### src/rtl/mul_div_unit.sv
// -----------------------------------------------------------------------------
// mul_div_unit
//   Iterative unsigned multiply/divide unit that sits beside the EX-stage ALU.
//   MULTU uses shift-add and DIVU uses restoring division. Each one runs for
//   WIDTH cycles. The results are held in the HI/LO registers, which the EX
//   result mux reads for MFHI/MFLO. MTHI/MTLO write HI/LO directly in one edge.
//
// Ports
//   clk          in   rising-edge clock
//   rst_n        in   asynchronous active-low reset
//   start        in   request; sampled only while idle
//   op           in   00 MULTU, 01 DIVU, 10 MTHI, 11 MTLO
//   DataA        in   multiplicand / dividend / MTHI-MTLO source (rs)
//   DataB        in   multiplier / divisor (rt)
//   busy         out  high while an iteration sequence is running
//   done         out  one-cycle pulse when Hi/Lo hold a new MULTU/DIVU result
//   div_by_zero  out  valid with done; the finished DIVU had a zero divisor
//   Hi, Lo       out  HI / LO registers
// -----------------------------------------------------------------------------
module mul_div_unit #(
  parameter int WIDTH = 32
) (
  input  logic             clk,
  input  logic             rst_n,
  input  logic             start,
  input  logic [1:0]       op,
  input  logic [WIDTH-1:0] DataA,
  input  logic [WIDTH-1:0] DataB,
  output logic             busy,
  output logic             done,
  output logic             div_by_zero,
  output logic [WIDTH-1:0] Hi,
  output logic [WIDTH-1:0] Lo
);

  localparam int CW = (WIDTH > 1) ? $clog2(WIDTH) : 1;

  typedef enum logic [1:0] {IDLE, MUL, DIV} state_t;

  state_t             state, state_next;
  logic [CW-1:0]      cnt;
  logic [WIDTH-1:0]   opnd;      // multiplicand (MUL) or divisor (DIV)
  logic [2*WIDTH-1:0] acc;       // MUL: {partial, multiplier}; DIV: {rem, quot}
  logic [2*WIDTH-1:0] acc_next;
  logic [WIDTH:0]     mul_sum;
  logic [WIDTH:0]     shifted;   // {remainder, next dividend bit}
  logic [WIDTH-1:0]   diff;
  logic               ge;
  logic               last;

  assign last = (cnt == CW'(WIDTH - 1));

  // One iteration step for each algorithm.
  // NOTE: every signal written in always_comb gets a default first, so no
  // path leaves it unassigned and no latch is inferred.
  always_comb begin
    mul_sum  = {1'b0, acc[2*WIDTH-1:WIDTH]} + (acc[0] ? {1'b0, opnd} : '0);
    shifted  = acc[2*WIDTH-1:WIDTH-1];
    ge       = (shifted >= {1'b0, opnd});
    // When ge is set, the difference fits in WIDTH bits, so the modulo
    // subtract gives the exact value.
    diff     = shifted[WIDTH-1:0] - opnd;
    acc_next = acc;
    case (state)
      // The multiplier LSB decides the add. The carry is shifted in at the top.
      MUL: acc_next = {mul_sum, acc[WIDTH-1:1]};
      // The quotient bit shifts in at the bottom. The divisor is subtracted
      // only when it fits.
      DIV: acc_next = ge ? {diff, acc[WIDTH-2:0], 1'b1}
                         : {shifted[WIDTH-1:0], acc[WIDTH-2:0], 1'b0};
      default: acc_next = acc;
    endcase
  end

  always_comb begin
    state_next = state;
    case (state)
      IDLE: begin
        if (start && op == 2'b00) state_next = MUL;
        if (start && op == 2'b01) state_next = DIV;
      end
      MUL, DIV: if (last) state_next = IDLE;
      default:  state_next = IDLE;
    endcase
  end

  // NOTE: sequential state uses non-blocking assignments, so all registers
  // update together at the edge, whatever order they are written in.
  always_ff @(posedge clk or negedge rst_n) begin
    if (!rst_n) state <= IDLE;
    else        state <= state_next;
  end

  always_ff @(posedge clk or negedge rst_n) begin
    if (!rst_n) begin
      // NOTE: the datapath registers are reset as well. An abort then leaves
      // no stale partial result behind, and the state after reset is fully
      // defined.
      cnt         <= '0;
      opnd        <= '0;
      acc         <= '0;
      busy        <= 1'b0;
      done        <= 1'b0;
      div_by_zero <= 1'b0;
      Hi          <= '0;
      Lo          <= '0;
    end else begin
      done        <= 1'b0;
      div_by_zero <= 1'b0;
      case (state)
        IDLE: begin
          if (start) begin
            case (op)
              2'b00: begin
                acc  <= {{WIDTH{1'b0}}, DataB};
                opnd <= DataA;
                cnt  <= '0;
                busy <= 1'b1;
              end
              2'b01: begin
                acc  <= {{WIDTH{1'b0}}, DataA};
                opnd <= DataB;
                cnt  <= '0;
                busy <= 1'b1;
              end
              2'b10:   Hi <= DataA;
              default: Lo <= DataA;
            endcase
          end
        end
        default: begin
          acc <= acc_next;
          cnt <= cnt + 1'b1;
          if (last) begin
            busy        <= 1'b0;
            done        <= 1'b1;
            Hi          <= acc_next[2*WIDTH-1:WIDTH];
            Lo          <= acc_next[WIDTH-1:0];
            div_by_zero <= (state == DIV) && (opnd == '0);
          end
        end
      endcase
    end
  end

endmodule
### config.mk
export PLATFORM = sky130hd
export DESIGN_NAME = mul_div_unit
export DESIGN_NICKNAME = d
export VERILOG_FILES = /design/src/rtl/mul_div_unit.sv
export SDC_FILE = /design/constraint.sdc
export NUM_CORES = 1
export LEC_CHECK = 0
export ABC_CLOCK_PERIOD_IN_PS = 3900
export CORE_MARGIN = 4
export CORE_UTILIZATION = 50
export DETAILED_ROUTE_END_ITERATION = 8
export PLACE_DENSITY = 0.72
export SLEW_MARGIN = 10
export SYNTH_ARGS = -nofsm -noshare
export SYNTH_HDL_FRONTEND = slang
export SYNTH_SLANG_ARGS = --single-unit
export TNS_END_PERCENT = 30
### constraint.sdc
create_clock -name clk -period 3.9 [get_ports clk]
set_input_delay 0.39 -clock clk [delete_from_list [all_inputs] [get_ports clk]]
set_output_delay 0.39 -clock clk [all_outputs]
set_load 0.05 [all_outputs]
-- After elaboration in Yosys (flattened, before gate mapping)
Cells that the tools add are included.
Widths: inputs -> output; s select.
- register bits after elaboration: 170
- input bits: 69
- magnitude comparators: 1
- add/sub/neg operators: 3
- mux-type cells: 30
- eq/ne operators: 12
- reduce and logical (&&, ||, !) cells: 18
- operator list (cell ; count):
    $mux 32 ; 9
    $pmux 64 s2 ; 2
    $mux 64 ; 3
    $pmux 32 s2 ; 1
    $add 32x32->33 ; 1
    $ge 33x32->1 ; 1
    $logic_not 32->1 ; 1
    $sub 32x32->32 ; 1
    $mux 5 ; 3
    $reduce_and 3->1 ; 4
    $mux 1 ; 8
    $ne 2x2->1 const B ; 4
    $mux 2 ; 3
    $ne 3x3->1 const B ; 2
    $reduce_and 2->1 ; 3
    $add 5x1->5 const B ; 1
    $eq 5x5->1 const B ; 1
    $eq 2x1->1 const B ; 2
    $eq 2x2->1 const B ; 2
    $logic_not 2->1 ; 2
    $pmux 2 s2 ; 1
    $reduce_bool 2->1 ; 2
    $reduce_or 2->1 ; 2
    $logic_and 1x1->1 ; 3
    other kinds (2) ; 2

-- Logic depth before layout (Yosys ltp)
- word-level depth: 5
- depth in mapped cells: 14
- mapped depth without buffers: 13

-- Worst setup path before layout
OpenSTA, ideal clock, no wires.
- path type: register to register
- start point: reg acc[0]
- end point: reg Hi[27]
- stages on the path, launching flop included: 15
- required time: 3758 ps
- period minus slack after synthesis: 3101 ps
- setup slack: 799 ps
- arrival: 2960 ps
- setup time: 142 ps
- path through: dfrtp_1 -> clkbuf_1 -> and2_1 -> ha_1 -> inv_1 -> fa_1 -> nor2b_1 -> o2111ai_1 -> a31o_2 -> a21oi_1 -> a31oi_1 -> o21ai_0 -> xor2_1 -> a221oi_1 -> a31oi_1
- cells in the longest elaborated chain, start to end: 5
- RTL lines (element ; RTL line ; text):
    start, declared ; 43 ; logic [2*WIDTH-1:0] acc;
    start signal, assigned ; 115 ; acc <= {{WIDTH{1'b0}}, DataB};
    start signal, assigned ; 121 ; acc <= {{WIDTH{1'b0}}, DataA};
    start signal, assigned ; 132 ; acc <= acc_next;
    $mux 32 ; 57 ; mul_sum = {1'b0, acc[2*WIDTH-1:WIDTH]} + (acc[0] ? {1'b0, opnd} : '0);
    $add 32x32->33 ; 57 ;
    $pmux 64 s2 ; 64 ; case (state)
    $mux 32 ; 134 ; if (last) begin
    $mux 32 ; 110 ; case (state)
    end signal, assigned ; 126 ; 2'b10: Hi <= DataA;
    end signal, assigned ; 137 ; Hi <= acc_next[2*WIDTH-1:WIDTH];
    end, declared ; 32 ; output logic [WIDTH-1:0] Hi,
Every way passes these cells. The select of a mux whose other input is x is not followed.
A chain may end at the register's enable or synchronous reset.

-- Final worst setup path
- start point: reg acc[0]
- end point: reg Hi[14]
Same word-level chain as after synthesis.

==> impl_metrics.ini <==
[clock_network]
clock_latency_ns = 0.43
cts_buffers = 17
clockRootBuffer = clkbuf_16
cts_sinks = 170
path_clk_slew_ns = 0.08
max-clock-path-buffers = 2
hold_buffers = 0
cts-htree-levels = 4
cts_tree = built

[yosys]
yosys_warnings = 0
synth_area_leader_cell = dfrtp_1
yosys-top-cells-area = dfrtp_1 (33%), a21oi_1 (7.6%), ha_1 (6.6%), nand2_1 (5.0%), o21ai_0 (4.9%)
ys_seq_area_share_pct = 32.75
synth_seq_cells = 170
netlist_area_mm2 = 0.01299
synth_fp_nets = 1758
ys_types = 79
synthCells = 1618
yosysTopAreaCellShare_pct = 32.75
synth_flop_cell = dfrtp_1
synth_edf_count = 0
postSynth.asyncResetShare_pct = 100.0
syn_area_per_cell_um2 = 8.029

[route]
wl_per_cell_um = 22.27
wl_mm = 45.46
ant_nets = 0
drtPass1Iterations = 6
detail_route.vias_per_cell = 6.404
drtIter0Drc = 1434
drc = 0
vias = 13070

[placed_design]
place_hpwl_mm = 33.99
placed_cells = 2010
placed_area_mm2 = 0.01467
io_buffers = 135
routabilityCongestion = 1.067

[global_route]
grt_pass1_wl_mm = 71.97
grt_start_max_net_pins = 86
grt_overflow_total = 0
antenna_found_initial = 1
grtUsageTotal_pct = 31.51
grt_pass1_vias = 12510

[die]
num_io_pins = 136
die_w_um = 169.2
core_mm2 = 0.02540
rows = 58
die_h_um = 169.2
die_area_mm2 = 0.02863
initial_core_util_pct = 51.15

[power]
ir_drop_mv = 0.5878
power.density_mw_per_mm2 = 987.3
leakagePower_nw = 6.668

[critical_path]
required_ns = 4.27
max_stage_delay_ns = 0.54
cp-start-kind = flip-flop
critPathTopFamily = compound AO/OA/AOI/OAI gates
r2r_slack_ns = 0.22
end_kind = flip-flop
critical_path.startpoint = acc[0]
critPathSlowestCell = o21ai_0
rr_startpoint = acc[0]
crit_type = reg2reg
path_buf_inv = 1
rr_endpoint = Hi[14]
critPathMaxFanout = 31
arrival_ns = 4.05
reg2regPathDepth = 12
path_cells = buf_4 > and2_1 > ha_1 > o211ai_1 > nor3_1 > a21boi_2 > o21ai_0 > a21oi_1 > xnor2_1 > nand2_1 > a311oi_2 > o22a_1

[sta]
max_freq_mhz = 271.8
slew_headroom_pct = 15.52
rsz0062_at_grt = no
fin_crit_ns = 3.679
timing.final.crit_share_pct = 94.33
fin_tns_setup_ns = 0
slew_viol_final = 0
skew_ns = 0.01186
hold_violations = 0
tightestPinTransition_ns = 1.266
setup_viol = 0

[final_layout]
area_growth_pct = 17.39
post-route-util_pct = 60.04
antenna_cells = 0
drive_gt1_share_pct = 8.533
nets = 1839
fillerInstances = 2359
stdcell_count = 2041
fin_area_mm2 = 0.01525

[run_status]
outcome = finished clean

[flow_run]
drv_cap = 0

[hold_path]
hp-class = in2async
## registers in the layout, indices dropped and copies added, names as in the netlist
signal / cells
done: 1
busy: 1
div_by_zero: 1
opnd: 32
state: 2
Lo: 32
cnt: 5
Hi: 32
acc: 64
## synth_stat cells (all sizes together) (17+ instances only)
master	n
dfrtp	170
o21ai	143
and3	25
buf	23
inv	71
ha	69
mux2	31
a221oi	43
nor3	57
nand4	17
nand3	32
clkbuf	89
xnor2	28
and2	37
o22ai	34
nor2	115
a21o	47
nand2	174
a21oi	198
## placed cells by master (no fill, tap or decap), drive strengths merged, types with 13 or more instances in the layout
| cell | count |
|---|---|
| clkdlybuf4s50 | 134 |
| a31oi | 16 |
| and3 | 25 |
| buf | 40 |
| ha | 69 |
| and2 | 37 |
| o22a | 13 |
| xnor2 | 28 |
| o22ai | 34 |
| mux2 | 31 |
| o21ai | 143 |
| o211ai | 13 |
| nor3 | 57 |
| nor2 | 115 |
| nand4 | 17 |
| dfrtp | 170 |
| clkbuf | 17 |
| o31ai | 13 |
| a21oi | 198 |
| xor2 | 16 |
| a21o | 47 |
| nand3 | 32 |
| nand2 | 174 |
| a211oi | 15 |
| a221oi | 43 |
| inv | 79 |
## logic make-up after synthesis
logic type               count (synthesis)  synth area share [%]
adder cells (fa/ha/maj)                 71                 6.954
AND/OR/NAND/NOR                        499                 18.10
flip-flops                             170                 32.75
multiplexers                            35                 2.995
AO/OA/AOI/OAI                          616                 30.62
XOR/XNOR                                44                 2.966
buffers and inverters                  183                 5.624
## metal layers
layer / GRT usage [%] / vias up / wire length [µm]
li1: - / 6111 / -
met1: 47.93 / 6253 / 20520
met2: 46.31 / 652 / 19530
met3: 6.546 / 55 / 4655
met4: 7.035 / 0 / 757
met5: 0 / - / 0
## how the worst max path moves through the flow
stage	endpoint	slack, ns	cells past startpoint
floorplan	Hi[27]	0.80	14
global placement	Hi[30]	0.42	13
detailed placement	Hi[30]	0.36	13
CTS	Hi[30]	0.36	13
global route	Hi[12]	0.04	12
finish	Hi[14]	0.22	12
## final cells by class
cell class	instances	area, µm²	area share (%)
clock buffers	17	425.4	2.789
flip-flops and latches	170	4254	27.89
clock inverters	14	151.4	0.9927
well taps	330	412.9	2.707
inverters	71	266.5	1.747
repair buffers	174	1683	11.03
multi-input cells	1265	8058	52.83
## worst register-to-register path: cells and delay by family, from the launching register on
kind | cells | cell delay [ns]
DFF | 1 | 0.44
and+or+nand+nor | 3 | 0.71
AOI/OAI and AO/OA | 6 | 1.56
adders and majority gates | 1 | 0.39
xor gates and xnor gates | 1 | 0.27
buffers and inverters | 1 | 0.26
## report_power, final
| part | total [W] | internal [W] | switching, W |
|---|---|---|---|
| sequential | 0.00349 | 0.00254 | 0.000941 |
| combinational | 0.00988 | 0.00349 | 0.00638 |
| clock | 0.00169 | 0.000856 | 0.000838 |
## through the flow
| step | worst slack (ns) | power (W) | hold WS (ns) |
|---|---|---|---|
| after floorplan | 0.7986 | 0.01008 | 0.09441 |
| after global placement | 0.4179 | 0.01307 | 0.4627 |
| after detailed placement | 0.3602 | 0.01315 | 0.4688 |
| after CTS | 0.3588 | 0.01490 | 0.04239 |
| after global routing | 0.03615 | 0.01608 | 0.05695 |
| final | 0.2211 | 0.01506 | 0.003151 |
## timing repair
item	4_1_cts	5_1_grt
endpoints found under the setup margin	0	1
gates resized for setup	0	1
setup buffers	0	0
Note: power is estimated with default switching activity, not from simulation.
